### config.mk
export PLATFORM = sky130hd
export DESIGN_NAME = cache_mem_arbiter
export DESIGN_NICKNAME = d
export VERILOG_FILES = /design/src/rtl/cache_pkg.sv /design/src/rtl/cpu_types_pkg.sv /design/src/rtl/cache_mem_arbiter.sv
export SDC_FILE = /design/constraint.sdc
export NUM_CORES = 1
export LEC_CHECK = 0
export ABC_AREA = 1
export BUFFER_PORTS_ARGS = -buffer_cell sky130_fd_sc_hd__buf_2
export CAP_MARGIN = 5
export CORE_AREA = 2 2 103 105
export CTS_CLUSTER_DIAMETER = 100
export DETAILED_ROUTE_END_ITERATION = 12
export DIE_AREA = 0 0 105 107
export HOLD_SLACK_MARGIN = 0.02
export PLACE_DENSITY = 0.62
export RECOVER_POWER = 100
export SETUP_SLACK_MARGIN = 0.5
export SLEW_MARGIN = 20
export SYNTH_ARGS = -nofsm -noshare
export SYNTH_HDL_FRONTEND = slang
export SYNTH_SLANG_ARGS = --single-unit
### constraint.sdc
create_clock -name CLK -period 1.25 [get_ports CLK]
set_input_delay 0.25 -clock CLK [delete_from_list [all_inputs] [get_ports CLK]]
set_output_delay 0.25 -clock CLK [all_outputs]
set_load 0.03 [all_outputs]
### src/rtl/cache_pkg.sv
// Cache-side types, including the RAM arbiter state and owner encodings.
package cache_pkg;

    typedef enum logic [1:0] {
        ARB_IDLE = 2'd0,
        ARB_IGNT = 2'd1,
        ARB_DGNT = 2'd2
    } arb_state_t;

    typedef enum logic {
        OWN_I = 1'b0,
        OWN_D = 1'b1
    } arb_owner_t;

endpackage

### src/rtl/cpu_types_pkg.sv
// Shared CPU-wide types: machine word and RAM handshake status.
package cpu_types_pkg;

    typedef logic [31:0] word_t;

    typedef enum logic [1:0] {
        FREE   = 2'd0,
        BUSY   = 2'd1,
        ACCESS = 2'd2,
        ERROR  = 2'd3
    } ramstate_t;

endpackage

### src/rtl/cache_mem_arbiter.sv
// Arbitrates the icache and dcache onto one RAM port, holding dcache grants for block bursts.
// Build option ARB_FAIR_EN: round-robin between caches instead of fixed dcache priority.
module cache_mem_arbiter
    import cpu_types_pkg::*;
    import cache_pkg::*;
#(
    parameter int BURST_LEN = 2
) (
    input  logic      CLK,
    input  logic      RST,
    input  logic      iREN,
    input  word_t     iaddr,
    output logic      iwait,
    output word_t     iload,
    input  logic      dREN,
    input  logic      dWEN,
    input  word_t     daddr,
    input  word_t     dstore,
    output logic      dwait,
    output word_t     dload,
    output logic      ramREN,
    output logic      ramWEN,
    output word_t     ramaddr,
    output word_t     ramstore,
    input  word_t     ramload,
    input  ramstate_t ramstate
);

    localparam int BW = $clog2(BURST_LEN + 1);

    arb_state_t    r_state, w_state_nxt;
    logic [BW-1:0] r_beat_cnt, w_beat_nxt;
    logic          w_dreq, w_access, w_dfirst;

    assign w_dreq   = dREN | dWEN;
    assign w_access = (ramstate == ACCESS);

`ifdef ARB_FAIR_EN
    arb_owner_t r_last_owner, w_last_nxt;

    // With both caches asking, the dcache yields only if it held the RAM last.
    assign w_dfirst = w_dreq & ~(iREN & (r_last_owner == OWN_D));
`else
    assign w_dfirst = w_dreq;
`endif

    always_ff @(posedge CLK) begin
        if (RST) begin
            r_state    <= ARB_IDLE;
            r_beat_cnt <= '0;
        end else begin
            r_state    <= w_state_nxt;
            r_beat_cnt <= w_beat_nxt;
        end
    end

`ifdef ARB_FAIR_EN
    always_ff @(posedge CLK) begin
        if (RST) r_last_owner <= OWN_I;
        else     r_last_owner <= w_last_nxt;
    end
`endif

    always_comb begin
        w_state_nxt = r_state;
        w_beat_nxt  = r_beat_cnt;
`ifdef ARB_FAIR_EN
        w_last_nxt  = r_last_owner;
`endif
        case (r_state)
            ARB_IDLE: begin
                w_beat_nxt = '0;
                if (w_dfirst)  w_state_nxt = ARB_DGNT;
                else if (iREN) w_state_nxt = ARB_IGNT;
            end
            ARB_IGNT: begin
                if (!iREN || w_access) begin
                    w_state_nxt = ARB_IDLE;
`ifdef ARB_FAIR_EN
                    w_last_nxt  = OWN_I;
`endif
                end
            end
            ARB_DGNT: begin
                if (!w_dreq) begin
                    w_state_nxt = ARB_IDLE;
                    w_beat_nxt  = '0;
`ifdef ARB_FAIR_EN
                    w_last_nxt  = OWN_D;
`endif
                end else if (w_access) begin
                    // Last beat of the block releases the RAM; earlier beats keep the grant.
                    w_beat_nxt = r_beat_cnt + BW'(1);
                    if (w_beat_nxt == BW'(BURST_LEN)) begin
                        w_state_nxt = ARB_IDLE;
                        w_beat_nxt  = '0;
`ifdef ARB_FAIR_EN
                        w_last_nxt  = OWN_D;
`endif
                    end
                end
            end
            default: begin
                w_state_nxt = ARB_IDLE;
                w_beat_nxt  = '0;
            end
        endcase
    end

    // RAM enables track the live request so a withdrawn request stops the RAM immediately.
    always_comb begin
        iwait    = 1'b1;
        dwait    = 1'b1;
        ramREN   = 1'b0;
        ramWEN   = 1'b0;
        ramaddr  = '0;
        ramstore = '0;
        if (!RST) begin
            case (r_state)
                ARB_IGNT: begin
                    ramREN  = iREN;
                    ramaddr = iaddr;
                    iwait   = ~w_access;
                end
                ARB_DGNT: begin
                    ramREN   = dREN & ~dWEN;
                    ramWEN   = dWEN;
                    ramaddr  = daddr;
                    ramstore = dstore;
                    dwait    = ~w_access;
                end
                default: ;
            endcase
        end
    end

    assign iload = ramload;
    assign dload = ramload;

endmodule

# After elaboration in Yosys (flattened, before gate mapping)

Index checks and enable logic that the tools add are counted.

Mux-type cells: 23
Bitwise operators: 5
Reduce and logical (&&, ||, !) cells: 5
Eq/ne operators: 8
$add $sub $neg: 1

Operators by type and width:

| operator            | number |
|---|---|
| $mux 32             | 3 |
| $pmux 32 s2         | 1 |
| $mux 2              | 9 |
| $ne 3x3->1 const B  | 3 |
| $mux 1              | 7 |
| $eq 2x2->1 const B  | 3 |
| $pmux 2 s3          | 1 |
| $pmux 2 s2          | 1 |
| $reduce_and 4->1    | 1 |
| $not 1->1           | 3 |
| $add 2x1->2 const B | 1 |
| $eq 2x1->1 const B  | 1 |
| $logic_not 2->1     | 1 |
| $ne 2x2->1 const B  | 1 |
| $pmux 1 s2          | 1 |
| $reduce_and 2->1    | 1 |
| $and 1x1->1         | 1 |
| $logic_not 1->1     | 1 |
| $logic_or 1x1->1    | 1 |
| $or 1x1->1          | 1 |

Flip-flop bits (word level): 4
Input port bits: 135
Word-level logic and storage cells: 44

# Longest topological paths before layout

Gate-level depths: netlist of the first run.

Depth in word-level cells: 6
Depth in mapped cells: 11
Mapped depth without buffers: 10

# Worst setup path after synthesis of the first run

Ideal clock, no wire load.

Kind: register to output
Start: reg r_state[1]
End: out ramaddr[10]
Required time: 1.000 ns
Slack: -0.409 ns
Stages on the path, launching flop included: 6
Arrival time: 1.409 ns
Cell sequence: dfxtp_1 inv_1 ha_1 nand2_4 buf_6 a21oi_1

Cells in the longest elaborated chain, start to end: 3

Ends and longest elaborated chain:

| element                                         | line                     | RTL |
|---|---|---|
| start, declared                                 | cache_mem_arbiter.sv:31  | `arb_state_t r_state, w_state_nxt;` |
| start signal, assigned                          | cache_mem_arbiter.sv:52  | `r_state <= w_state_nxt;` |
| $eq 2x2->1 / $eq 2x1->1 (equally long branches) | cache_mem_arbiter.sv:119 | `case (r_state)` |
| $pmux 32 s2 *                                   | cache_mem_arbiter.sv:119 |  |
| $mux 32 *                                       | cache_mem_arbiter.sv:118 | `if (!RST) begin` |
| end, declared                                   | cache_mem_arbiter.sv:23  | `output word_t ramaddr,` |

Every way passes the cells marked *; elsewhere a longest branch is shown, timed or not.

# Final worst setup path of the first run

Same ends and word-level chain as after synthesis.

==> out/results.ini, run 1 <==
[status]
status = finished with violations
violations = setup timing

[yosys]
seq_area_frac_synth_pct = 4.96
ys_warn_count = 0
syn_avg_cell_area_um2 = 5.38
synth_nets = 439
synth-simple-area-share_pct = 38.5
syn_area_mm2 = 0.00161
synth_compound_area_share_pct = 12.0
synth_adder_area_share_pct = 3.10
ys_ff_latch = 4
synth.distinct_cells = 18
synth_top_family_by_area = buffers and inverters
synthXorXnorAreaFrac_pct = 0
synthMuxAreaShare_pct = 0
syn_inst = 300

[floorplan]
die_h_um = 107
core-area_mm2 = 0.0101
num_rows = 37
die_w_um = 105
start_util_pct = 16.0
pin_count = 267
die-area_mm2 = 0.0112

[sta]
period_share_pct = 139
grt_setup_unrepaired = true
fmax_ghz = 0.577
min_period_ns = 1.73
slew_violations = 0
worst_slack_ns = -0.484
finClkSkew_ns = 0.000202
setup_viol = 72
relSlewSlack_pct = 74.1
worstMarginPinSlew_ns = 0.389
finalHoldViolations = 0
whs_ns = 0.443

[worst_setup_path]
critPathRequiredTime_ns = 1.00
cp.arrival_ns = 1.48
cp_max_fo = 5
cp-end-kind = output port
start_kind = flop
critPathKind = flop to output port

[power]
irDropWorstVdd_mv = 0.588
powerDensity_mw_per_mm2 = 1260
total_power_mw = 4.78
leakage_nw = 1.60

[placement]
port_buffers = 170
post-place-ws_ns = -0.300
gp_congestion = 0.832
dp_hpwl_um = 5240
dp_cells = 543

[global_route]
grt.overflow.total = 0
track_usage_pct = 10.9
grt_pass1_vias = 2260
grt_max_degree = 33
antenna_found_initial = 0
grt_pass1_wl_um = 10300

[clocking]
cts_max_level = 1
insertion_delay_ns = 0.21
cts_tree = done
clk_pin_slew_ns = 0.03
clk_path_buf_depth = 2
cts_sinks = 4
cts_hold_repair.buffers = 0
root_buffer = clkbuf_8
cts_buffers = 3

[final_layout]
layout-drive-gt1-share_pct = 77.5
instances_no_fill = 558
multi_input_area_mm2 = 0.00177
nets = 563
areaGrowthSynthToFinish_pct = 134
fill_cells = 1020
seqCellArea_um2 = 85.1
finalCoreUtilization_pct = 37.5
antennaDiodeCount = 0

[routing]
drt_iter0_drc = 48
ant_nets = 0
drt-total-wl_um = 6980
first_pass_iters = 5
wire_per_inst_um = 12.5
num_vias = 2237
drc_errors = 0
viasPerCell = 4.01

[job]
maxCapViolations = 0

[hold_path]
hold_class = input pin to flop

final cells by class:
cell class                 instances  share of cell area (%)
multi-input combinational        200                    46.9
timing repair buffer             200                    43.7
tap                              136                    4.50
sequential                         4                    2.25
inverter                          15                    1.62
clock buffer                       3                    1.09
worst paths after layout:
check | start | endpoint | slack [ns] | depth (start not counted)
min | dWEN | r_state[0] | 0.44 | 6
min reg2reg | r_beat_cnt[1] | r_beat_cnt[1] | 0.46 | 2
max | r_state[1] | ramaddr[10] | -0.48 | 6
max reg2reg | r_state[0] | r_state[0] | -0.23 | 8
state kept, by name, summed over array words and instances, names as in the netlist:
register	flops
r_beat_cnt	2
r_state	2
routing by layer:
metal,share of wire (%),up-vias,GRT usage [%]
met5,0,-,0
met4,1.1,0,2.10
met3,6.3,14,2.19
met2,57,92,21.5
met1,35,1031,12.0
li1,-,1100,-
worst max-delay path, stage by stage (launching register included):
cell and delay [ns]:
dfxtp_2 0.35, inv_2 0.06, ha_4 0.32, nand2_8 0.09, clkbuf_16 0.18, a21oi_4 0.12
buf_6 0.15
synthesized netlist by cell type:
library cell,number,area share [%]
nand2_1,107,25
buf_4,72,33
a21oi_1,36,11
nor2_1,36,8.4
inv_1,11,2.6
nand3_1,8,2.5
buf_2,7,2.2
dfxtp_1,4,5.0
ha_1,4,3.1
buf_6,3,2.1
inv_2,3,0.70
nand2_2,2,0.78
nor3_1,2,0.62
inv_4,1,0.39
nand2_4,1,0.70
nor2_4,1,0.70
o21ai_1,1,0.31
o21ai_2,1,0.54
power breakdown:
part           switching (mW)  internal (mW)
clock network          0.0585          0.205
registers              0.0391          0.169
logic                    2.41           1.89
total                    2.51           2.27
layout by cell type (no fill, tap or decap), types with 2 or more instances in the layout:
master     count
buf_2        102
nand2_1       69
buf_6         64
nor2_4        33
a21oi_4       32
nand2_4       22
buf_4         22
nand2_2       18
inv_1          9
buf_12         9
nand3_1        6
inv_2          4
nor2_1         4
a21oi_1        3
clkbuf_8       3
clkbuf_16      3
inv_4          2
nand2_8        2
nand3_4        2
ha_4           2
dfxtp_1        2
metrics by stage:
stage | setup TNS (ns) | area, um2
2_1_floorplan | -7.98 | 2540
3_3_place_gp | -13.80 | 3080
3_5_place_dp | -15.36 | 3080
4_1_cts | -27.65 | 3490
5_1_grt | -33.32 | 3780
6_report | -29.46 | 3780
repair_timing:
action                     in CTS  in global routing
gates cloned                    0                  4
pin swaps                       0                  4
gates resized for setup       121                 31
setup endpoints to repair      72                 72
setup buffers                   0                  8
cell families after synthesis:
logic type      count (synthesis)
compound gates                 38
flops                           4
fa+ha+maj                       4
simple gates                  157
buf+inv                        97
Note: power is estimated with default switching activity, not from simulation.
==> run 2, diff against run 1 <==
--- a/config.mk
+++ b/config.mk
@@ -5,15 +5,16 @@
 export SDC_FILE = /design/constraint.sdc
 export NUM_CORES = 1
 export LEC_CHECK = 0
-export ABC_AREA = 1
 export BUFFER_PORTS_ARGS = -buffer_cell sky130_fd_sc_hd__buf_2
 export CAP_MARGIN = 5
-export CORE_AREA = 2 2 103 105
+export CELL_PAD_IN_SITES_DETAIL_PLACEMENT = 1
+export CELL_PAD_IN_SITES_GLOBAL_PLACEMENT = 1
+export CORE_MARGIN = 1.5
+export CORE_UTILIZATION = 13
 export CTS_CLUSTER_DIAMETER = 100
 export DETAILED_ROUTE_END_ITERATION = 12
-export DIE_AREA = 0 0 105 107
 export HOLD_SLACK_MARGIN = 0.02
-export PLACE_DENSITY = 0.62
+export PLACE_DENSITY = 0.87
 export RECOVER_POWER = 100
 export SETUP_SLACK_MARGIN = 0.5
 export SLEW_MARGIN = 20
==> out/results.ini, run 2 <==
[status]
status = finished with violations
violations = setup timing

[floorplan]
core-area_mm2 = 0.0108  ; +7.4%
die_h_um = 108  ; +1.3%
pin_count = 267  ; unchanged
num_rows = 38  ; +2.7%
die-area_mm2 = 0.0117  ; +4.5%
start_util_pct = 13.3  ; -2.7 points
die_w_um = 108  ; +3.2%

[yosys]
netlist.area_leader.share_pct = 33.3  ; -0.18 points
synth_edf_count = 0  ; unchanged
yosys-top-cells-count = buf_4, nor2_1, and3_1, a22oi_1, clkbuf_1
ys_ff_latch = 4  ; unchanged
ys_top_cells_by_area = buf_4, a22oi_1, and3_1, nor2_1, dfxtp_1
seq_area_frac_synth_pct = 5.55  ; +0.59 points
syn_inst = 219  ; -27%
ys_warn_count = 0  ; unchanged
synth_nets = 358  ; -18%
syn_avg_cell_area_um2 = 6.59  ; +22%
synth.distinct_cells = 26  ; +8
synthFlopType = dfxtp_1
syn_area_mm2 = 0.00144  ; -11%
synth.most_common_cell = buf_4
yosys.area.top_type = buf_4
synthArstFlopShare_pct = 0  ; unchanged

[final_layout]
seqCellArea_um2 = 87.6  ; +2.9%
reg_top3 = r_beat_cnt: 2 flops, r_state: 2 flops
fill_cells = 1237  ; +21%
final_cell_mix = buf_2, buf_6, a22oi_2, nor2_4, and3_4
antennaDiodeCount = 0  ; unchanged
multi_input_area_mm2 = 0.00144  ; -19%
layout-drive-gt1-share_pct = 93.6  ; +16 points
final_common_cell = buf_2
areaGrowthSynthToFinish_pct = 148
nets = 483  ; -14%
final_cell_area_mm2 = 0.00357  ; -5.6%

[clocking]
cts_hold_repair.buffers = 0  ; unchanged
clk_path_buf_depth = 2  ; unchanged
cts_buffers = 3  ; unchanged
root_buffer = clkbuf_8
insertion_delay_ns = 0.22  ; about the same
cts_max_level = 1  ; unchanged
clk_pin_slew_ns = 0.03  ; about the same
cts_tree = done
cts_sinks = 4  ; unchanged

[worst_setup_path]
start_kind = flop
cp-end-kind = output port
critPathKind = flop to output port
rr_startpoint = r_state[0]
critPathRequiredTime_ns = 1.00  ; about the same
cp.arrival_ns = 1.47  ; about the same
timing.reg2reg.setup_slack_ns = -0.39  ; -0.16 ns
cp_max_fo = 8  ; +3
worstReg2RegEnd = r_state[1]
worstRegToRegCells = 7  ; -1

[routing]
first_pass_iters = 4  ; -1
ant_nets = 0  ; unchanged
drt-total-wl_um = 8270  ; +18%
drt_iter0_drc = 60  ; +25%
wire_per_inst_um = 17.1  ; +37%
num_vias = 2038  ; -8.9%
drc_errors = 0  ; unchanged
viasPerCell = 4.22  ; +5.3%

[job]
maxCapViolations = 0  ; unchanged

[sta]
finalHoldViolations = 0  ; unchanged
worst_slack_ns = -0.471  ; +0.0127 ns
fmax_ghz = 0.581  ; +0.74%
slew_violations = 0  ; unchanged
min_period_ns = 1.72  ; -0.0127 ns
setup_viol = 72  ; unchanged
whs_ns = 0.328  ; -0.115 ns
relSlewSlack_pct = 73.7  ; -0.36 points
finClkSkew_ns = 0.00367  ; +0.00347 ns
worstMarginPinSlew_ns = 0.389  ; +0.0000927 ns
grt_setup_unrepaired = true
period_share_pct = 138  ; -1.0 points

[power]
irDropWorstVdd_mv = 0.474  ; -19%
leakage_nw = 1.49  ; -6.8%
powerDensity_mw_per_mm2 = 753  ; -40%

[placement]
port_buffers = 170  ; unchanged
post-place-ws_ns = -0.418  ; -0.119 ns
gp_congestion = 0.740  ; -11%
dp_hpwl_um = 5390  ; +2.9%
placed_cell_area_mm2 = 0.00271  ; -12%

[global_route]
grt.overflow.total = 0  ; unchanged
grt_max_degree = 39  ; +18%
antenna_found_initial = 0  ; unchanged
track_usage_pct = 12.1  ; +1.2 points
grt_pass1_vias = 2076  ; -8.1%
grt_pass1_wl_um = 10900  ; +5.7%

[hold_path]
min_to = r_beat_cnt[0]
holdPathStages = 3  ; -3
hp-start = RST
hold_class = input pin to flop

-- run 2: cell types whose count changed after synthesis, sizes merged, moves of 11 or more --
cell,before,now
a22oi,0,32
inv,15,4
nand2,110,7
and3,0,33
a21oi,36,2
-- run 2: worst max-delay path by stage --
stage,startpoint,to,slack [ns],depth (start not counted)
4_1_cts,r_state[0],ramREN,-0.50,6
5_1_grt,r_state[1],ramaddr[8],-0.52,6
3_5_place_dp,r_state[0],r_state[1],-0.42,6
2_1_floorplan,r_state[0],ramaddr[24],-0.14,6
6_report,r_state[0],ramaddr[20],-0.47,6
3_3_place_gp,r_state[0],r_state[0],-0.31,6
-- run 2: stage by stage --
step	std cells	TNS (ns)	utilization (%)	total power [mW]
2_1_floorplan	219	-5.36	-	1.77
3_5_place_dp	464	-21.11	25.0	1.80
6_report	483	-31.38	33.0	2.69
4_1_cts	477	-31.56	31.6	2.56
5_1_grt	483	-35.63	33.0	2.83
3_3_place_gp	464	-17.57	25.0	1.73
-- run 2: timing repair --
item,in CTS,in global routing
endpoints found under the hold margin,0,0
setup endpoints to repair,72,72
pin swaps,30,35
gates resized for setup,156,10
cloned,6,3
buffers inserted,3,3
-- run 2: worst max-delay path: stages (launching register included) --
cell and delay (ns):
dfxtp_4 0.35, buf_6 0.10, ha_4 0.27, clkbuf_16 0.22, a22oi_2 0.07, nor2_4 0.11
buf_6 0.13
-- run 2: routing by layer --
layer | vias to the layer above | share of wire (%) | GRT usage, %
met3 | 20 | 6.6 | 2.47
met5 | - | 0 | 0
met2 | 111 | 59 | 25.9
met4 | 0 | 1.4 | 2.35
met1 | 957 | 33 | 11.5
li1 | 950 | - | -
-- run 2: report_power, final --
part	switching [mW]	total [mW]	internal (mW)
sequential	0.0210	0.166	0.145
combinational	1.14	2.24	1.10
clock	0.0692	0.287	0.218
total	1.23	2.69	1.46
-- run 2: final cells by class --
class	count	area share, %
Multi-Input combinational cell	129	40.4
Sequential cell	4	2.45
Clock buffer	4	1.26
Timing Repair Buffer	202	50.5
Inverter	4	0.560
Tap cell	140	4.90
-- run 2: cell families after synthesis --
logic type                 synth area share, %
and+or+nand+nor                           29.6
AOI/OAI and AO/OA                         20.5
buffers and inverters                     39.5
muxes                                     1.39
adders and majority gates                 3.47
DFF                                       5.55
